## config.mk

```make
export PLATFORM = sky130hd
export DESIGN_NAME = result_pack_flat
export DESIGN_NICKNAME = d
export VERILOG_FILES = /design/src/rtl/result_pack_pkg.sv /design/src/rtl/result_pack_if.sv /design/src/rtl/result_pack.sv /design/src/flat_wrapper.sv
export SDC_FILE = /design/constraint.sdc
export NUM_CORES = 1
export LEC_CHECK = 0
export ABC_AREA = 0
export BUFFER_PORTS_ARGS = -buffer_cell sky130_fd_sc_hd__buf_2
export CORE_ASPECT_RATIO = 1.2
export CORE_UTILIZATION = 58
export CTS_CLUSTER_DIAMETER = 40
export DETAILED_ROUTE_END_ITERATION = 12
export PLACE_DENSITY = 0.86
export SLEW_MARGIN = 20
export SYNTH_ARGS = -nofsm -noshare
export SYNTH_HDL_FRONTEND = slang
export SYNTH_SLANG_ARGS = --single-unit
```

## constraint.sdc

```tcl
create_clock -name clk -period 3.9 [get_ports clk]
set_clock_uncertainty 0.1 [all_clocks]
set_input_delay 0.585 -clock clk [delete_from_list [all_inputs] [get_ports clk]]
set_output_delay 0.585 -clock clk [all_outputs]
set_load 0.005 [all_outputs]
```

## src/rtl/result_pack_pkg.sv

```systemverilog
// Shared constants for the result packer: config address map and counter width.
package result_pack_pkg;

  // Config address map; CFG_PACK sits next to the layers block's entry.
  localparam int CFG_LAYERS = 1;
  localparam int CFG_PACK   = 2;

  // Width of the remaining-beat counter (beat count field of the config word).
  localparam int REM_W = 16;

endpackage

```

## src/rtl/result_pack_if.sv

```systemverilog
// Result beat input stream and packed store output stream of result_pack.
interface result_pack_if #(
  parameter int BEAT_W  = 16,
  parameter int PACK_NB = 4
);
  logic [BEAT_W-1:0]         result_bus;
  logic                      result_val;
  logic                      result_rdy;
  logic [PACK_NB*BEAT_W-1:0] str_data;
  logic [PACK_NB-1:0]        str_keep;
  logic                      str_last;
  logic                      str_val;
  logic                      str_rdy;

  // Packer side.
  modport slave (
    input  result_bus, result_val, str_rdy,
    output result_rdy, str_data, str_keep, str_last, str_val
  );

  // Producer of beats / consumer of store words.
  modport master (
    output result_bus, result_val, str_rdy,
    input  result_rdy, str_data, str_keep, str_last, str_val
  );
endinterface

```

## src/rtl/result_pack.sv

```systemverilog
// result_pack: packs PACK_NB result beats into one store word per transfer of
// N beats; the final word may be partial (keep bits) and carries str_last.
// Optional macro RESULT_PACK_STATS_EN adds the stat_words accepted-word counter.
//
// state | meaning
// IDLE  | waiting for a CFG_PACK write with N != 0
// FILL  | accepting beats, emitting a word every PACK_NB beats or on the last one
// DRAIN | last word loaded, waiting for it to leave the output register
module result_pack
  import result_pack_pkg::*;
#(
  parameter int DEPTH_NB   = 1,
  parameter int IMG_WIDTH  = 16,
  parameter int PACK_NB    = 4,
  parameter int CFG_DWIDTH = 32,
  parameter int CFG_AWIDTH = 5
) (
  input  logic                  clk,
  input  logic                  rst,
  input  logic [CFG_DWIDTH-1:0] cfg_data,
  input  logic [CFG_AWIDTH-1:0] cfg_addr,
  input  logic                  cfg_valid,
  result_pack_if.slave          io,
`ifdef RESULT_PACK_STATS_EN
  output logic [31:0]           stat_words,
`endif
  output logic                  busy
);

  localparam int BEAT_W = IMG_WIDTH * DEPTH_NB;
  localparam int WORD_W = PACK_NB * BEAT_W;
  localparam int LANE_W = (PACK_NB > 1) ? $clog2(PACK_NB) : 1;

  typedef enum logic [1:0] {IDLE, FILL, DRAIN} state_t;

  state_t             state, state_nxt;
  logic [LANE_W-1:0]  lane;
  logic [REM_W-1:0]   rem;
  logic [WORD_W-1:0]  pack_reg;
  logic [WORD_W-1:0]  merged;
  logic [PACK_NB-1:0] keep_nxt;
  logic [WORD_W-1:0]  out_data;
  logic [PACK_NB-1:0] out_keep;
  logic               out_last;
  logic               out_val;
  logic               rdy;
  logic               accept;
  logic               complete;
  logic               last_beat;
  logic               cfg_hit;

  assign cfg_hit   = cfg_valid && (cfg_addr == CFG_AWIDTH'(CFG_PACK)) &&
                     (cfg_data[15:0] != 16'd0);
  assign accept    = io.result_val && rdy;
  assign last_beat = (rem == REM_W'(1));
  assign complete  = (lane == LANE_W'(PACK_NB - 1)) || last_beat;

  // State register.
  always_ff @(posedge clk) begin
    if (!rst) state <= IDLE;
    else      state <= state_nxt;
  end

  // Next-state decode and beat-side ready.
  always_comb begin
    state_nxt = state;
    rdy       = 1'b0;
    case (state)
      IDLE:  if (cfg_hit) state_nxt = FILL;
      FILL: begin
        rdy = !out_val || io.str_rdy;
        if (accept && complete && last_beat) state_nxt = DRAIN;
      end
      DRAIN: if (!out_val || io.str_rdy) state_nxt = IDLE;
      default: state_nxt = IDLE;
    endcase
  end

  // Pack register with the incoming beat dropped into the current lane, and keep mask.
  always_comb begin
    merged   = pack_reg;
    keep_nxt = '0;
    for (int i = 0; i < PACK_NB; i++) begin
      if (lane == LANE_W'(i)) merged[i*BEAT_W +: BEAT_W] = io.result_bus;
      keep_nxt[i] = (lane >= LANE_W'(i));
    end
  end

  // Lane/remaining counters, pack register and output register.
  always_ff @(posedge clk) begin
    if (!rst) begin
      lane     <= '0;
      rem      <= '0;
      pack_reg <= '0;
      out_data <= '0;
      out_keep <= '0;
      out_last <= 1'b0;
      out_val  <= 1'b0;
    end else begin
      if (state == IDLE && cfg_hit) begin
        rem      <= cfg_data[15:0];
        lane     <= '0;
        pack_reg <= '0;
      end
      if (accept) begin
        rem <= rem - REM_W'(1);
        if (complete) begin
          lane     <= '0;
          pack_reg <= '0;
        end else begin
          lane     <= lane + LANE_W'(1);
          pack_reg <= merged;
        end
      end
      // rdy already guarantees the output register is empty or emptying here.
      if (accept && complete) begin
        out_data <= merged;
        out_keep <= keep_nxt;
        out_last <= last_beat;
        out_val  <= 1'b1;
      end else if (out_val && io.str_rdy) begin
        out_val <= 1'b0;
      end
    end
  end

`ifdef RESULT_PACK_STATS_EN
  // Count of store words taken downstream; wraps naturally.
  always_ff @(posedge clk) begin
    if (!rst)                        stat_words <= '0;
    else if (out_val && io.str_rdy)  stat_words <= stat_words + 32'd1;
  end
`endif

  assign io.result_rdy = rdy;
  assign io.str_data   = out_data;
  assign io.str_keep   = out_keep;
  assign io.str_last   = out_last;
  assign io.str_val    = out_val;
  assign busy          = (state != IDLE) || out_val;

endmodule

```

## src/flat_wrapper.sv

```systemverilog
// flat-port wrapper written by rule: the top's interface ports become plain ports
module result_pack_flat import result_pack_pkg::*;
#(
  parameter int DEPTH_NB   = 1,
  parameter int IMG_WIDTH  = 16,
  parameter int PACK_NB    = 4,
  parameter int CFG_DWIDTH = 32,
  parameter int CFG_AWIDTH = 5
)
  (clk, rst, cfg_data, cfg_addr, cfg_valid, busy, io_result_bus, io_result_val, io_str_rdy, io_result_rdy, io_str_data, io_str_keep, io_str_last, io_str_val);
  result_pack_if #(.BEAT_W(16), .PACK_NB(PACK_NB)) io_i ();
  input  logic clk;
  input  logic rst;
  input  logic [CFG_DWIDTH-1:0] cfg_data;
  input  logic [CFG_AWIDTH-1:0] cfg_addr;
  input  logic cfg_valid;
  output logic busy;
  input wire logic [$bits(io_i.result_bus)-1:0] io_result_bus;
  input wire logic [$bits(io_i.result_val)-1:0] io_result_val;
  input wire logic [$bits(io_i.str_rdy)-1:0] io_str_rdy;
  output wire logic [$bits(io_i.result_rdy)-1:0] io_result_rdy;
  output wire logic [$bits(io_i.str_data)-1:0] io_str_data;
  output wire logic [$bits(io_i.str_keep)-1:0] io_str_keep;
  output wire logic [$bits(io_i.str_last)-1:0] io_str_last;
  output wire logic [$bits(io_i.str_val)-1:0] io_str_val;
  assign io_i.result_bus = io_result_bus;
  assign io_i.result_val = io_result_val;
  assign io_i.str_rdy = io_str_rdy;
  assign io_result_rdy = io_i.result_rdy;
  assign io_str_data = io_i.str_data;
  assign io_str_keep = io_i.str_keep;
  assign io_str_last = io_i.str_last;
  assign io_str_val = io_i.str_val;
  result_pack #(.DEPTH_NB(DEPTH_NB), .IMG_WIDTH(IMG_WIDTH), .PACK_NB(PACK_NB), .CFG_DWIDTH(CFG_DWIDTH), .CFG_AWIDTH(CFG_AWIDTH)) u_core (.clk(clk), .rst(rst), .cfg_data(cfg_data), .cfg_addr(cfg_addr), .cfg_valid(cfg_valid), .io(io_i), .busy(busy));
endmodule
```

==> summary.md <==
| Metric | Value |
|---|---|
| Fin. max-slew vios | `0` |
| Comb pwr share | `3.8%` |
| Clk_lat worst skew | `0.41 ns` |
| Pwr/cell area | `472.4 nW/um^2` |
| Dpl ws | `0.9920 ns` |
| Clk buf depth | `2` |
| DR vias/cell | `6.405` |
| Area Overhead vs Synth | `20.00%` |
| Core area | `10160 sq um` |
| Die height | `114.6 microns` |
| Post-synthesis sequential area ratio | `50.35%` |
| Achievable Freq | `0.3557 GHz` |
| Layout cell share with drive strength beyond 1 | `23.90%` |
| Critical path class | `flop to flop` |
| Minimum clock period | `2.811 ns` |
| Status | `completed` |
| DRC viols | `0` |
| Die span in x | `95.80 microns` |
| Worst path required time | `4.11 ns` |
| EDFF count, synth | `0` |
| Initial antenna violation count | `0` |
| Avg Inst Size Synth | `10.33 sq um` |
| Worst-margin pin slew | `0.8810 ns` |
| Max-cap violations | `0` |
| Final Hold Viols | `0` |
| Largest net degree at the start of global routing | `55` |
| Pleak | `2.998 nW` |
| Synth Register Bits | `154` |
| Rel. slew slack | `41.02%` |
| Clock network fraction of total power | `50.7%` |
| Syn Std Cell Area | `6123 sq um` |
| Setup TNS | `0 ns` |
| Setup ws final | `1.089 ns` |
| Pint | `2.750 mW` |
| Final GP Congestion | `0.8763` |
| Max Used Layer | `met4` |
| Port Buffer Count | `113` |
| Vias | `5310` |
| Total clock sinks | `154` |
| Vias in the first global route | `5048` |
| CTS H-tree lvls | `4` |
| Metal-1 WL | `6564 microns` |
| Root buffer cell | `clkbuf_16` |
| Diodes inserted | `0` |
| Wire length per cell | `19.94 microns` |
| Total grt overflow | `0` |
| Hold Crit Class | `input port to flop` |
| Die Area | `10970 sq um` |
| Final setup fails | `0` |
| Syn_nets | `658` |
| Post-CTS Hold Fix Bufs | `0` |
| Seq pwr share | `45.6%` |
| Clock-pin slew on the worst setup and hold paths | `0.06 ns` |
| RSZ-0062 raised after global routing | `false` |
| Yosys cell types | `55` |
| Data arrival, critical path | `3.02 ns` |
| Met2 wire len | `8297 microns` |
| TritonCTS Buffers | `17` |
| Postcts setup bufs | `0` |
| Routed wire length | `16530 microns` |
| CTS tree | `yes` |
| Met3 wire len | `1010 microns` |
| Crit Path Max Fanout | `47` |
| Nets | `756` |
| Ys flop type | `dfxtp_1` |
| Yosys top cell area share | `50.35%` |
| Worst Setup End Kind | `flop` |
| Setup slack, reg-to-reg | `1.09 ns` |
| Yosys top cell by area | `dfxtp_1` |
| NetSw | `0.7219 mW` |
| # resized after CTS | `0` |
| Routed Antenna Nets | `0` |
| Hpwl dp | `10710 microns` |
| Iter 0 DRT Violations | `437` |
| TritonRoute pass-1 iters | `6` |
| GRT Total Usage | `31.45%` |
| Site Rows | `40` |
| IO Count | `130` |
| First-pass GRT wire length | `26080 microns` |
| Syn. warnings | `0` |
| Cells after Synth | `593` |
| Setup crit start kind | `flop` |
| Synth async-reset ratio | `0%` |
| Switching share of power | `20.80%` |
| Peak supply drop | `0.3308 mV` |
| Initial core utilization | `60.27%` |
| Final worst-path cycle share | `72.08%` |
| Area contributors post-synth | `dfxtp_1, mux2i_1, a22o_1` |
## synth_stat cells (2+ instances only)
cell type,number
buf_6,4
inv_1,6
nor4_1,7
and3_1,4
a22o_1,48
nor3b_1,3
a211oi_1,49
o21ai_1,2
nor2_1,82
and2_1,21
clkbuf_1,16
ha_1,7
nand2_1,11
o21ai_2,2
o21ai_0,3
nor4b_1,3
nor3_1,10
o2bb2ai_1,2
a21oi_1,19
or3_1,4
a222oi_1,16
buf_2,15
nand2b_1,2
o311ai_0,2
nand4_1,5
buf_4,8
a2111oi_0,2
mux2i_1,49
or4_1,2
nand3_1,5
or4_4,2
and4_1,2
a2bb2oi_1,4
a31oi_1,2
dfxtp_1,154
## power by group through the flow
| stage | sequential, mW | clock (mW) | combinational, mW |
|---|---|---|---|
| 2_1_floorplan | 1.62 | 0 | 0.0624 |
| 3_3_place_gp | 1.62 | 0 | 0.122 |
| 3_5_place_dp | 1.62 | 0 | 0.126 |
| 4_1_cts | 1.58 | 1.77 | 0.128 |
| 5_1_grt | 1.58 | 1.84 | 0.138 |
| 6_report | 1.58 | 1.76 | 0.131 |
## cell usage in the layout (no fill, tap or decap), drive strengths merged, types with 2 or more instances in the layout
cell / n
mux2i: 49
buf: 122
a2bb2oi: 4
bufinv: 5
and3: 4
a211oi: 49
nor4: 9
nand3: 6
and4: 2
clkinv: 6
a31oi: 2
o211ai: 2
nor3: 11
dfxtp: 154
a22o: 48
nand4: 6
nor3b: 3
inv: 7
clkbuf: 19
nand2b: 2
nor2: 82
o2bb2ai: 2
and2: 21
nand2: 11
ha: 7
nor4b: 5
o21ai: 7
a2111oi: 2
a222oi: 16
a21oi: 19
or4: 4
o311ai: 3
or3: 4
## worst max-delay path, stage by stage, from the launching register on
cell,delay (ns)
dfxtp_1,0.37
nor4_1,0.57
nand4_1,0.32
a21oi_4,0.69
buf_12,0.30
nor2_1,0.07
a211oi_1,0.26
## final timing paths
| path | start | endpoint | cells after the start |
|---|---|---|---|
| setup / recovery | u_core.rem[6] | u_core.io.str_data[19] | 6 |
| hold / removal | cfg_data[6] | u_core.rem[6] | 2 |
| setup reg to reg | u_core.rem[6] | u_core.io.str_data[19] | 6 |
| hold reg to reg | u_core.pack_reg[56] | u_core.pack_reg[56] | 1 |
## through the flow
| stage | instances | util (%) | cell area [sq um] | total power [mW] | hold slack, ns |
|---|---|---|---|---|---|
| detailed placement | 798 | 66.05 | 6710 | 1.742 | 0.3464 |
| floorplan | 593 | - | 6123 | 1.677 | 0.3308 |
| global route | 829 | 72.33 | 7348 | 3.561 | 0.3401 |
| finish | 829 | 72.33 | 7348 | 3.472 | 0.3411 |
| CTS | 829 | 72.27 | 7342 | 3.478 | 0.3334 |
| global placement | 798 | 66.05 | 6710 | 1.738 | 0.3427 |
## layer usage
layer	GRT usage, %	up-vias
li1	-	2429
met4	16.92	0
met2	51.33	270
met1	38.04	2556
met3	7.304	55
met5	0	-
## layout make-up
type                       instances  area (sq um)
fill                             691          2811
multi-input combinational        389          2791
clock inverter                    12         198.9
inverter                           7         26.28
timing repair buffer             122         658.1
clock buffer                      19         432.9
sequential                       154          3083
tap                              126         157.7
## cell families (layout without fill, tap and decap cells)
| kind of cell | count (synthesis) | count (layout) | synth area share [%] |
|---|---|---|---|
| mux | 49 | 49 | 8.010 |
| flops | 154 | 154 | 50.35 |
| fa+ha+maj | 7 | 7 | 1.430 |
| compound gates | 161 | 161 | 20.86 |
| simple gates | 172 | 172 | 15.00 |
| buf+inv | 50 | 160 | 4.352 |
Power figures use the tool's default switching activity.
